--- src/rtl/muldiv_unit_if.sv ---
// Handshake/data bundle between the execute stage and the multiply/divide unit.
// The master side drives operands and MTHI/MTLO strobes; the slave side returns HI/LO and status.
interface muldiv_unit_if #(
  parameter int WIDTH = 32
);
  logic             start;
  logic             mul0_div1_sel;
  logic             is_signed;
  logic [WIDTH-1:0] a;
  logic [WIDTH-1:0] b;
  logic             wr_hi;
  logic             wr_lo;
  logic [WIDTH-1:0] wd;
  logic [WIDTH-1:0] hi;
  logic [WIDTH-1:0] lo;
  logic             busy;
  logic             done;
  logic             div_by_zero;

  modport master (
    output start, mul0_div1_sel, is_signed, a, b, wr_hi, wr_lo, wd,
    input  hi, lo, busy, done, div_by_zero
  );

  modport slave (
    input  start, mul0_div1_sel, is_signed, a, b, wr_hi, wr_lo, wd,
    output hi, lo, busy, done, div_by_zero
  );
endinterface

--- src/rtl/muldiv_unit.sv ---
// Iterative shift-add multiplier / restoring divider owning the HI/LO pair.
// Optional MULDIV_EARLY_ZERO_EN: trivially-zero operations skip RUN and go straight to FIX.
module muldiv_unit #(
  parameter int WIDTH = 32
) (
  input logic         clk,
  input logic         rst,
  muldiv_unit_if.slave bus
);

  localparam int CW = (WIDTH > 1) ? $clog2(WIDTH) : 1;
  localparam logic [CW-1:0]        LAST   = CW'(WIDTH - 1);
  localparam logic [CW-1:0]        CNT1   = CW'(1);
  localparam logic [WIDTH-1:0]     ZERO_W = {WIDTH{1'b0}};
  localparam logic [WIDTH-1:0]     ONES_W = {WIDTH{1'b1}};
  localparam logic [WIDTH-1:0]     ONE_W  = {{(WIDTH-1){1'b0}}, 1'b1};
  localparam logic [2*WIDTH-1:0]   ONE_2W = {{(2*WIDTH-1){1'b0}}, 1'b1};

  typedef enum logic [1:0] {
    IDLE = 2'd0,
    RUN  = 2'd1,
    FIX  = 2'd2
  } state_t;

  state_t             state_r;
  logic [CW-1:0]      cnt_r;
  logic [2*WIDTH-1:0] acc_r;
  logic [WIDTH-1:0]   mcand_r;
  logic [WIDTH-1:0]   orig_a_r;
  logic               op_div_r;
  logic               neg_q_r;
  logic               neg_r_r;
  logic               dz_r;
  logic [WIDTH-1:0]   hi_r;
  logic [WIDTH-1:0]   lo_r;
  logic               busy_r;
  logic               done_r;
  logic               dz_out_r;

  logic               a_neg_s;
  logic               b_neg_s;
  logic [WIDTH-1:0]   a_mag_s;
  logic [WIDTH-1:0]   b_mag_s;
  logic               early_s;
  logic [WIDTH:0]     mul_sum_s;
  logic [2*WIDTH-1:0] mul_next_s;
  logic [WIDTH:0]     div_shift_s;
  logic [WIDTH:0]     div_trial_s;
  logic [2*WIDTH-1:0] div_next_s;
  logic [2*WIDTH-1:0] prod_s;
  logic [WIDTH-1:0]   quo_s;
  logic [WIDTH-1:0]   rem_s;
  logic [WIDTH-1:0]   fix_hi_s;
  logic [WIDTH-1:0]   fix_lo_s;

  // Operand magnitudes and the optional trivially-zero detection at start.
  always_comb begin
    a_neg_s = bus.is_signed & bus.a[WIDTH-1];
    b_neg_s = bus.is_signed & bus.b[WIDTH-1];
    if (a_neg_s) begin
      a_mag_s = (~bus.a) + ONE_W;
    end else begin
      a_mag_s = bus.a;
    end
    if (b_neg_s) begin
      b_mag_s = (~bus.b) + ONE_W;
    end else begin
      b_mag_s = bus.b;
    end
`ifdef MULDIV_EARLY_ZERO_EN
    if (bus.mul0_div1_sel) begin
      early_s = (bus.a == ZERO_W) && (bus.b != ZERO_W);
    end else begin
      early_s = (bus.a == ZERO_W) || (bus.b == ZERO_W);
    end
`else
    early_s = 1'b0;
`endif
  end

  // One iteration step; acc_r holds {upper, lower} for both multiply and divide.
  always_comb begin
    if (acc_r[0]) begin
      mul_sum_s = {1'b0, acc_r[2*WIDTH-1:WIDTH]} + {1'b0, mcand_r};
    end else begin
      mul_sum_s = {1'b0, acc_r[2*WIDTH-1:WIDTH]};
    end
    mul_next_s  = {mul_sum_s, acc_r[WIDTH-1:1]};
    div_shift_s = {acc_r[2*WIDTH-1:WIDTH], acc_r[WIDTH-1]};
    div_trial_s = div_shift_s - {1'b0, mcand_r};
    // Bit WIDTH of the trial difference is set exactly when the subtraction underflowed.
    if (!div_trial_s[WIDTH]) begin
      div_next_s = {div_trial_s[WIDTH-1:0], acc_r[WIDTH-2:0], 1'b1};
    end else begin
      div_next_s = {div_shift_s[WIDTH-1:0], acc_r[WIDTH-2:0], 1'b0};
    end
  end

  // Sign correction and result selection applied in FIX.
  always_comb begin
    if (neg_q_r) begin
      prod_s = (~acc_r) + ONE_2W;
      quo_s  = (~acc_r[WIDTH-1:0]) + ONE_W;
    end else begin
      prod_s = acc_r;
      quo_s  = acc_r[WIDTH-1:0];
    end
    if (neg_r_r) begin
      rem_s = (~acc_r[2*WIDTH-1:WIDTH]) + ONE_W;
    end else begin
      rem_s = acc_r[2*WIDTH-1:WIDTH];
    end
    if (dz_r) begin
      fix_hi_s = orig_a_r;
      fix_lo_s = ONES_W;
    end else if (op_div_r) begin
      fix_hi_s = rem_s;
      fix_lo_s = quo_s;
    end else begin
      fix_hi_s = prod_s[2*WIDTH-1:WIDTH];
      fix_lo_s = prod_s[WIDTH-1:0];
    end
  end

  // Sequencer FSM with HI/LO, busy, done and div_by_zero registers.
  always_ff @(posedge clk) begin
    if (!rst) begin
      state_r  <= IDLE;
      cnt_r    <= {CW{1'b0}};
      acc_r    <= {(2*WIDTH){1'b0}};
      mcand_r  <= ZERO_W;
      orig_a_r <= ZERO_W;
      op_div_r <= 1'b0;
      neg_q_r  <= 1'b0;
      neg_r_r  <= 1'b0;
      dz_r     <= 1'b0;
      hi_r     <= ZERO_W;
      lo_r     <= ZERO_W;
      busy_r   <= 1'b0;
      done_r   <= 1'b0;
      dz_out_r <= 1'b0;
    end else begin
      done_r   <= 1'b0;
      dz_out_r <= 1'b0;
      case (state_r)
        IDLE: begin
          if (bus.wr_hi) hi_r <= bus.wd;
          if (bus.wr_lo) lo_r <= bus.wd;
          if (bus.start) begin
            busy_r   <= 1'b1;
            cnt_r    <= {CW{1'b0}};
            op_div_r <= bus.mul0_div1_sel;
            orig_a_r <= bus.a;
            if (early_s) begin
              state_r <= FIX;
              acc_r   <= {(2*WIDTH){1'b0}};
              neg_q_r <= 1'b0;
              neg_r_r <= 1'b0;
              dz_r    <= 1'b0;
            end else begin
              state_r <= RUN;
              neg_q_r <= a_neg_s ^ b_neg_s;
              neg_r_r <= a_neg_s;
              dz_r    <= bus.mul0_div1_sel & (bus.b == ZERO_W);
              if (bus.mul0_div1_sel) begin
                acc_r   <= {ZERO_W, a_mag_s};
                mcand_r <= b_mag_s;
              end else begin
                acc_r   <= {ZERO_W, b_mag_s};
                mcand_r <= a_mag_s;
              end
            end
          end
        end
        RUN: begin
          acc_r <= op_div_r ? div_next_s : mul_next_s;
          cnt_r <= cnt_r + CNT1;
          if (cnt_r == LAST) state_r <= FIX;
        end
        FIX: begin
          hi_r     <= fix_hi_s;
          lo_r     <= fix_lo_s;
          busy_r   <= 1'b0;
          done_r   <= 1'b1;
          dz_out_r <= dz_r;
          state_r  <= IDLE;
        end
        default: begin
          state_r <= IDLE;
          busy_r  <= 1'b0;
        end
      endcase
    end
  end

  assign bus.hi          = hi_r;
  assign bus.lo          = lo_r;
  assign bus.busy        = busy_r;
  assign bus.done        = done_r;
  assign bus.div_by_zero = dz_out_r;

endmodule

--- src/flat_wrapper.sv ---
// flat-port wrapper written by rule: the top's interface ports become plain ports
module muldiv_unit_flat 
#(
  parameter int WIDTH = 32
)
  (clk, rst, bus_start, bus_mul0_div1_sel, bus_is_signed, bus_a, bus_b, bus_wr_hi, bus_wr_lo, bus_wd, bus_hi, bus_lo, bus_busy, bus_done, bus_div_by_zero);
  muldiv_unit_if #(.WIDTH(WIDTH)) bus_i ();
  input logic clk;
  input logic rst;
  input wire logic [$bits(bus_i.start)-1:0] bus_start;
  input wire logic [$bits(bus_i.mul0_div1_sel)-1:0] bus_mul0_div1_sel;
  input wire logic [$bits(bus_i.is_signed)-1:0] bus_is_signed;
  input wire logic [$bits(bus_i.a)-1:0] bus_a;
  input wire logic [$bits(bus_i.b)-1:0] bus_b;
  input wire logic [$bits(bus_i.wr_hi)-1:0] bus_wr_hi;
  input wire logic [$bits(bus_i.wr_lo)-1:0] bus_wr_lo;
  input wire logic [$bits(bus_i.wd)-1:0] bus_wd;
  output wire logic [$bits(bus_i.hi)-1:0] bus_hi;
  output wire logic [$bits(bus_i.lo)-1:0] bus_lo;
  output wire logic [$bits(bus_i.busy)-1:0] bus_busy;
  output wire logic [$bits(bus_i.done)-1:0] bus_done;
  output wire logic [$bits(bus_i.div_by_zero)-1:0] bus_div_by_zero;
  assign bus_i.start = bus_start;
  assign bus_i.mul0_div1_sel = bus_mul0_div1_sel;
  assign bus_i.is_signed = bus_is_signed;
  assign bus_i.a = bus_a;
  assign bus_i.b = bus_b;
  assign bus_i.wr_hi = bus_wr_hi;
  assign bus_i.wr_lo = bus_wr_lo;
  assign bus_i.wd = bus_wd;
  assign bus_hi = bus_i.hi;
  assign bus_lo = bus_i.lo;
  assign bus_busy = bus_i.busy;
  assign bus_done = bus_i.done;
  assign bus_div_by_zero = bus_i.div_by_zero;
  muldiv_unit #(.WIDTH(WIDTH)) u_core (.clk(clk), .rst(rst), .bus(bus_i));
endmodule
--- config.mk ---
export PLATFORM = sky130hd
export DESIGN_NAME = muldiv_unit_flat
export DESIGN_NICKNAME = d
export VERILOG_FILES = /design/src/rtl/muldiv_unit_if.sv /design/src/rtl/muldiv_unit.sv /design/src/flat_wrapper.sv
export SDC_FILE = /design/constraint.sdc
export NUM_CORES = 1
export LEC_CHECK = 0
export BUFFER_PORTS_ARGS = -buffer_cell sky130_fd_sc_hd__buf_2
export CORE_ASPECT_RATIO = 1.2
export CORE_UTILIZATION = 60
export DETAILED_ROUTE_END_ITERATION = 8
export PLACE_DENSITY = 0.81
export SYNTH_ARGS = -nofsm -noshare
export SYNTH_HDL_FRONTEND = slang
export SYNTH_SLANG_ARGS = --single-unit
--- constraint.sdc ---
create_clock -name clk -period 3.85 [get_ports clk]
set_input_delay 0.1925 -clock clk [delete_from_list [all_inputs] [get_ports clk]]
set_output_delay 0.1925 -clock clk [all_outputs]
set_load 0.1 [all_outputs]
After elaboration in Yosys (flattened, before gate mapping)
Cells that the tools add are included.
{"block": "word_totals", "reg_bits": 206, "elab_cells": 78}
{"block": "op_classes", "n_addsub": 8, "n_eq_ne": 7, "n_mux": 28, "bitwise": 10, "n_reduce_logical": 11}
{"operator": "2-to-1 mux 32 bit", "n": 12}
{"operator": "2-to-1 mux 64 bit", "n": 4}
{"operator": "adder 32 x 1 -> 32 bit (second input constant)", "n": 4}
{"operator": "inverter 32 bit", "n": 4}
{"operator": "case mux 32 bit (2 select lines)", "n": 2}
{"operator": "case mux 64 bit (2 select lines)", "n": 1}
{"operator": "adder 64 x 1 -> 64 bit (second input constant)", "n": 1}
{"operator": "inverter 64 bit", "n": 1}
{"operator": "adder 32 x 32 -> 33 bit", "n": 1}
{"operator": "2-to-1 mux 33 bit", "n": 1}
{"operator": "subtractor 33 x 32 -> 33 bit", "n": 1}
{"operator": "logical NOT 32 bit", "n": 1}
{"operator": "AND reduction 2 bit", "n": 7}
{"operator": "case mux 5 bit (2 select lines)", "n": 1}
{"operator": "inequality test 2 bit (second input constant)", "n": 3}
{"operator": "adder 5 x 1 -> 5 bit (second input constant)", "n": 1}
{"operator": "== test 5 bit (second input constant)", "n": 1}
{"operator": "2-to-1 mux 5 bit", "n": 1}
{"operator": "2-to-1 mux 2 bit", "n": 2}
{"operator": "case mux 2 bit (2 select lines)", "n": 1}
{"operator": "nonzero test 2 bit", "n": 2}
{"operator": "bitwise AND 1 bit", "n": 3}
{"operator": "== test 2 x 1 -> 1 bit (second input constant)", "n": 1}
{"operator": "== test 2 bit (second input constant)", "n": 1}
{"operator": "6 further kinds", "n": 7}

Logic depth before layout (Yosys ltp)
{"block": "logic_depth", "ltp_word": 6, "mapped_depth": 15, "ltp_nobuf": 13}

Least setup slack after synthesis
Ideal clock, no wire load.
{"block": "synth_path", "path_type": "register to register", "startpoint": "reg u_core.acc_r[31]", "endpoint": "reg u_core.acc_r[61]", "setup_time_ps": 117, "arrival_ps": 3293, "path_slack_ps": 440, "stages_incl_launch_ff": 15, "n_path_buf": 2, "period_less_slack_ps": 3410, "cell_sequence": "dfxtp_1 > inv_1 > ha_1 > fa_1 > nand2b_1 > a21oi_1 > o211ai_1 > a211oi_1 > a21o_1 > a311oi_1 > xnor2_1 > buf_1 > clkbuf_1 > nand3_1 > a32o_1"}
{"block": "synth_between", "elab_chain_len": 4}
{"item": "start: declaration", "line": "muldiv_unit.sv:27", "source": "logic [2*WIDTH-1:0] acc_r;"}
{"item": "start signal: assignment", "line": "muldiv_unit.sv:130", "source": "acc_r <= {(2*WIDTH){1'b0}};"}
{"item": "start signal: assignment", "line": "muldiv_unit.sv:156", "source": "acc_r <= {(2*WIDTH){1'b0}};"}
{"item": "start signal: assignment", "line": "muldiv_unit.sv:166", "source": "acc_r <= {ZERO_W, a_mag_s};"}
{"item": "subtractor 33 x 32 -> 33 bit", "line": "muldiv_unit.sv:90", "source": "div_trial_s = div_shift_s - {1'b0, mcand_r};"}
{"item": "2-to-1 mux 64 bit", "line": "muldiv_unit.sv:92", "source": "if (!div_trial_s[WIDTH]) begin"}
{"item": "2-to-1 mux 64 bit", "line": "muldiv_unit.sv:176", "source": "acc_r <= op_div_r ? div_next_s : mul_next_s;"}
{"item": "case mux 64 bit (2 select lines)", "line": "muldiv_unit.sv:145", "source": "case (state_r)"}
No other way between the ends.
A chain may end at the register's enable or synchronous reset.

Final worst setup path
{"block": "layout_path", "startpoint": "reg u_core.acc_r[32]", "endpoint": "reg u_core.acc_r[63]"}
{"block": "layout_between", "elab_chain_len": 4, "word_cells_on_any_way": 6}
{"item": "subtractor 33 x 32 -> 33 bit or adder 32 x 32 -> 33 bit (tied branches)", "line": "muldiv_unit.sv:90, muldiv_unit.sv:84"}
{"item": "2-to-1 mux 64 bit or 2-to-1 mux 33 bit (tied branches)", "line": "muldiv_unit.sv:92, muldiv_unit.sv:83"}
{"item": "2-to-1 mux 64 bit *", "line": "muldiv_unit.sv:176"}
{"item": "case mux 64 bit (2 select lines) *", "line": "muldiv_unit.sv:145"}
Every way passes the cells marked *; elsewhere a longest branch is shown, timed or not.

==> Implementation_results.wiki <==
{| class="wikitable"
! Metric !! Value
|-
| Antenna Violating Nets Remaining || 0
|-
| Worst-Skew Late Latency || between 0.5 and 0.6 ns
|-
| Most instantiated flip-flop cell in the synthesis netlist || sky130_fd_sc_hd__dfxtp_1
|-
| Post-synthesis to final-layout area growth || 15.45%
|-
| Deepest clock path buffer count || 3
|-
| Average instance area after synthesis || 7.358 sq um
|-
| Launching element of the worst setup path || u_core.acc_r[32]
|-
| Number of different library cells in the post-synthesis netlist || 76
|-
| Worst clock skew || roughly 0.019 ns
|-
| Total length of routed wires || 62870 um
|-
| Global-route wire length before repair || approximately 95000 um
|-
| Clock Sink Count || 206
|-
| Sort of element at the end of the critical path || flop
|-
| Routing usage on met3 || 8.734%
|-
| CORE AREA || 0.02562 sq mm
|-
| Die width || 149.8 um
|-
| Leakage dissipation || 7.415 nW
|-
| Worst Hold Launch || bus_a[20]
|-
| Min-Delay Path Depth || 3
|-
| Share of final-layout standard cells stronger than drive strength 1 || 14.41%
|-
| Maximum fanout count along the critical path || 9
|-
| Data required, critical path || 4.31 ns
|-
| Register clock-pin slew on the reported worst setup and hold paths || approximately 0.060 ns
|-
| Outcome || finished, final reports clean
|-
| Overflow left after global routing || 0
|-
| Iteration-0 DRC Markers || about 1900
|-
| Global routing usage summed across all routing layers || 46.09%
|-
| Most frequent CP cell || sky130_fd_sc_hd__buf_4
|-
| Number of antenna violations at the first check in global routing || 3
|-
| Worst setup slack after placement || -0.2395 ns
|-
| Worst R2R End || u_core.acc_r[63]
|-
| Capture endpoint of the worst hold path || u_core.orig_a_r[20]
|-
| Total instance count after detailed placement || 2563
|-
| Gate Count Post-Synth || ~2100
|-
| Net count, final || 2462
|-
| Post-detailed-route DRC marker count || 0
|-
| Most frequent cells in the layout || sky130_fd_sc_hd__nand2_1, sky130_fd_sc_hd__a21oi_1, sky130_fd_sc_hd__dfxtp_1
|-
| Max transition margin || 12.04%
|-
| Total of flip-flops plus latches after synthesis || 206
|-
| Sequential fraction of the synthesis area || 26.23%
|-
| Worst Setup Start Kind || flop
|-
| Maximum VDD drop || 342.0 uV
|-
| Length in cells of the worst reg-to-reg path || 15
|-
| Post-synth EDFFs || 0
|-
| Post-detailed-route wirelength per cell || 23.86 um
|-
| Initial core utilization || approximately three fifths
|-
| Length of the first detailed-routing pass in iterations || 6
|-
| Vias per cell || 6.850
|-
| Worst path buffer plus inverter count || 3
|-
| Kind of cell with the highest combined delay on the critical path || compound AO/OA/AOI/OAI gates
|-
| Most common cell after layout, fill and taps aside || sky130_fd_sc_hd__nand2_1
|-
| Boundary pin count || 170
|-
| Post-detailed-placement half-perimeter wirelength || 46400 um
|-
| Longest individual stage delay on the worst path || between 0.4 and 0.5 ns
|-
| Post-route non-filler standard cell count || 2635
|-
| Final worst-path cycle share || 97.27%
|-
| F_max || 267.0 MHz
|-
| Layer with the highest usage || met2
|-
| Yosys warning total || 0
|-
| Port bufs || 169
|-
| Share of flip-flops with an asynchronous set or reset || 0%
|-
| CP Cell Sequence || ha_1 > inv_1 > fa_1 > nand2b_1 > a21oi_2 > o21bai_1 > a211oi_2 > buf_4 > nor2_1 > o31ai_1 > buf_4 > nand2_1 > o41ai_2 > o311ai_0 > a41oi_1
|-
| Vertical extent of the die || around 180 um
|-
| Max-slew violation count || 0
|-
| Via count || 18050
|-
| Synthesized cell area || 0.01572 sq mm
|-
| Row Count || 64
|-
| Footprint of the multi-input gates || 0.01080 sq mm
|-
| Critical path's slowest cell || sky130_fd_sc_hd__dfxtp_2
|-
| Critical path start-end classification || reg -> reg
|-
| Layout filler cell count || 2134
|-
| Min Clock Period, post-route || 3.745 ns
|-
| Type of the most critical hold path || in -> reg
|-
| Pwr per Cell Area || 404.2 mW/mm^2
|-
| Worst Max-Slew Pin Slew || 1.319 ns
|-
| Global placer's final weighted congestion || 0.9973
|-
| Clock tree root driver cell || sky130_fd_sc_hd__clkbuf_16
|-
| Die footprint || between 0.02 and 0.03 sq mm
|-
| Net count after synthesis || 2312
|-
| Signal arrival time at the worst endpoint || 4.20 ns
|-
| Via count of the first global-routing pass || 17010
|-
| Maximum number of pins on one net before global-route repair || 81
|-
| Met1 track demand over resource || 52.50%
|-
| Final worst-path setup slack || around 0.11 ns
|-
| Register-to-Register Setup Slack || approximately 0.11 ns
|-
| Max-cap violations || 0
|-
| Number of failing setup endpoints in the final timing report || 0
|-
| Number of clock buffers inserted by TritonCTS || 23
|-
| CTS H-tree depth || 1
|-
| Unrepaired setup endpoints after global routing || yes
|-
| Total count of hold-check failures in the final report || 0
|-
| Reg2reg start || u_core.acc_r[32]
|-
| Reg area || 0.004129 sq mm
|-
| Global-route track usage on met2 || approximately 76%
|-
| CTS tree || done
|}
[power by group]
part	internal [W]	total, W	switching, W
registers	0.00228	0.00245	0.000175
logic	0.000834	0.00255	0.00172
clock network	0.00134	0.00233	0.000990
total	0.00445	0.00734	0.00288
[routing by layer]
metal  wire (um)  share of wire, %  up-vias
li1            -                 -     8092
met1       22310                35     8404
met2       28790                46     1185
met3        6149               9.8      366
met4        5595               8.9        4
met5          22             0.035        -
[logic make-up (layout without fill, tap and decap cells)]
| kind of cell | after synthesis | count (layout) | share of synthesized area, % |
|---|---|---|---|
| flops | 206 | 206 | 26.23 |
| mux | 47 | 47 | 3.024 |
| simple gates | 666 | 666 | 19.33 |
| other cells | 0 | 1 | 0 |
| buf+inv | 223 | 390 | 5.459 |
| compound gates | 747 | 747 | 30.33 |
| xor+xnor | 176 | 176 | 9.803 |
| fa+ha+maj | 72 | 72 | 5.825 |
[metrics by stage]
| step | hold WS, ns | util [%] | power [W] | instance area, sq um | TNS [ns] |
|---|---|---|---|---|---|
| 3_3_place_gp | 0.4429 | 66.55 | 0.004891 | 17050 | -0.1797 |
| 5_1_grt | 0.01943 | 70.84 | 0.007569 | 18150 | -0.02877 |
| 4_1_cts | 0.00003081 | 70.79 | 0.007235 | 18140 | 0 |
| 3_5_place_dp | 0.4451 | 66.55 | 0.004924 | 17050 | -0.2395 |
| 6_report | 0.007099 | 70.84 | 0.007337 | 18150 | 0 |
| 2_1_floorplan | 0.3285 | - | 0.004187 | 15720 | 0 |
[cells in the mapped netlist, types with 10 or more instances]
library cell	number	area, sq um
sky130_fd_sc_hd__a311oi_1	12	105.1
sky130_fd_sc_hd__nand3_1	40	200.2
sky130_fd_sc_hd__or3_1	18	112.6
sky130_fd_sc_hd__o22ai_1	24	150.1
sky130_fd_sc_hd__nand2_1	282	1059
sky130_fd_sc_hd__nor2b_1	19	118.9
sky130_fd_sc_hd__and2_1	14	87.58
sky130_fd_sc_hd__dfxtp_1	206	4124
sky130_fd_sc_hd__a221oi_1	13	113.9
sky130_fd_sc_hd__xnor2_1	111	972.2
sky130_fd_sc_hd__a22o_1	16	140.1
sky130_fd_sc_hd__nor2_1	154	578.1
sky130_fd_sc_hd__o31ai_1	21	157.7
sky130_fd_sc_hd__a21oi_1	259	1296
sky130_fd_sc_hd__o21ai_0	121	605.6
sky130_fd_sc_hd__clkbuf_1	131	491.7
sky130_fd_sc_hd__o41ai_1	10	87.58
sky130_fd_sc_hd__o221ai_1	32	280.3
sky130_fd_sc_hd__inv_1	66	247.7
sky130_fd_sc_hd__a31oi_1	31	193.9
sky130_fd_sc_hd__a21o_1	28	210.2
sky130_fd_sc_hd__and3_1	15	93.84
sky130_fd_sc_hd__buf_1	18	67.56
sky130_fd_sc_hd__o211ai_1	45	337.8
sky130_fd_sc_hd__a211oi_1	62	465.5
sky130_fd_sc_hd__xor2_1	65	569.3
sky130_fd_sc_hd__o21a_1	10	75.07
sky130_fd_sc_hd__mux2i_1	43	430.4
sky130_fd_sc_hd__nand2b_1	19	118.9
sky130_fd_sc_hd__nor4_1	17	106.4
sky130_fd_sc_hd__ha_1	70	875.8
sky130_fd_sc_hd__nor3_1	42	210.2
[sequential cells by signal, indices dropped and copies added (netlist names), 2 cells and up]
signal	cells
u_core.acc_r	64
u_core.bus.hi	32
u_core.bus.lo	32
u_core.cnt_r	5
u_core.mcand_r	32
u_core.orig_a_r	32
u_core.state_r	2
[cell type report]
| cell class | count | share of cell area, % |
|---|---|---|
| clock buffers | 29 | 3.577 |
| flip-flops and latches | 206 | 22.74 |
| clock inverters | 13 | 0.7375 |
| well taps | 330 | 2.274 |
| multi-input cells | 1708 | 59.49 |
| diodes | 1 | 0.01378 |
| inverters | 67 | 1.399 |
| repair buffers | 281 | 9.759 |
[how the worst max path moves through the flow]
| stage | end | slack, ns | depth (start not counted) |
|---|---|---|---|
| 2_1_floorplan | u_core.acc_r[61] | 0.44 | 14 |
| 3_3_place_gp | u_core.acc_r[63] | -0.18 | 15 |
| 3_5_place_dp | u_core.acc_r[63] | -0.24 | 15 |
| 4_1_cts | u_core.acc_r[63] | 0.08 | 15 |
| 5_1_grt | u_core.acc_r[63] | -0.02 | 15 |
| 6_report | u_core.acc_r[63] | 0.11 | 15 |
[what timing repair did]
item,in CTS,in global routing
hold buffers,29,0
hold endpoints to repair,29,0
gates resized for setup,3,3
endpoints found under the setup margin,1,4
buffers inserted,0,0
[worst register-to-register path: stages, from the launching register on]
cell,delay [ns]
sky130_fd_sc_hd__dfxtp_2,0.43
sky130_fd_sc_hd__ha_1,0.24
sky130_fd_sc_hd__inv_1,0.08
sky130_fd_sc_hd__fa_1,0.41
sky130_fd_sc_hd__nand2b_1,0.19
sky130_fd_sc_hd__a21oi_2,0.23
sky130_fd_sc_hd__o21bai_1,0.20
sky130_fd_sc_hd__a211oi_2,0.33
sky130_fd_sc_hd__buf_4,0.18
sky130_fd_sc_hd__nor2_1,0.07
sky130_fd_sc_hd__o31ai_1,0.25
sky130_fd_sc_hd__buf_4,0.18
sky130_fd_sc_hd__nand2_1,0.08
sky130_fd_sc_hd__o41ai_2,0.41
sky130_fd_sc_hd__o311ai_0,0.19
sky130_fd_sc_hd__a41oi_1,0.20
No activity file was read; power rests on OpenSTA's default activity.
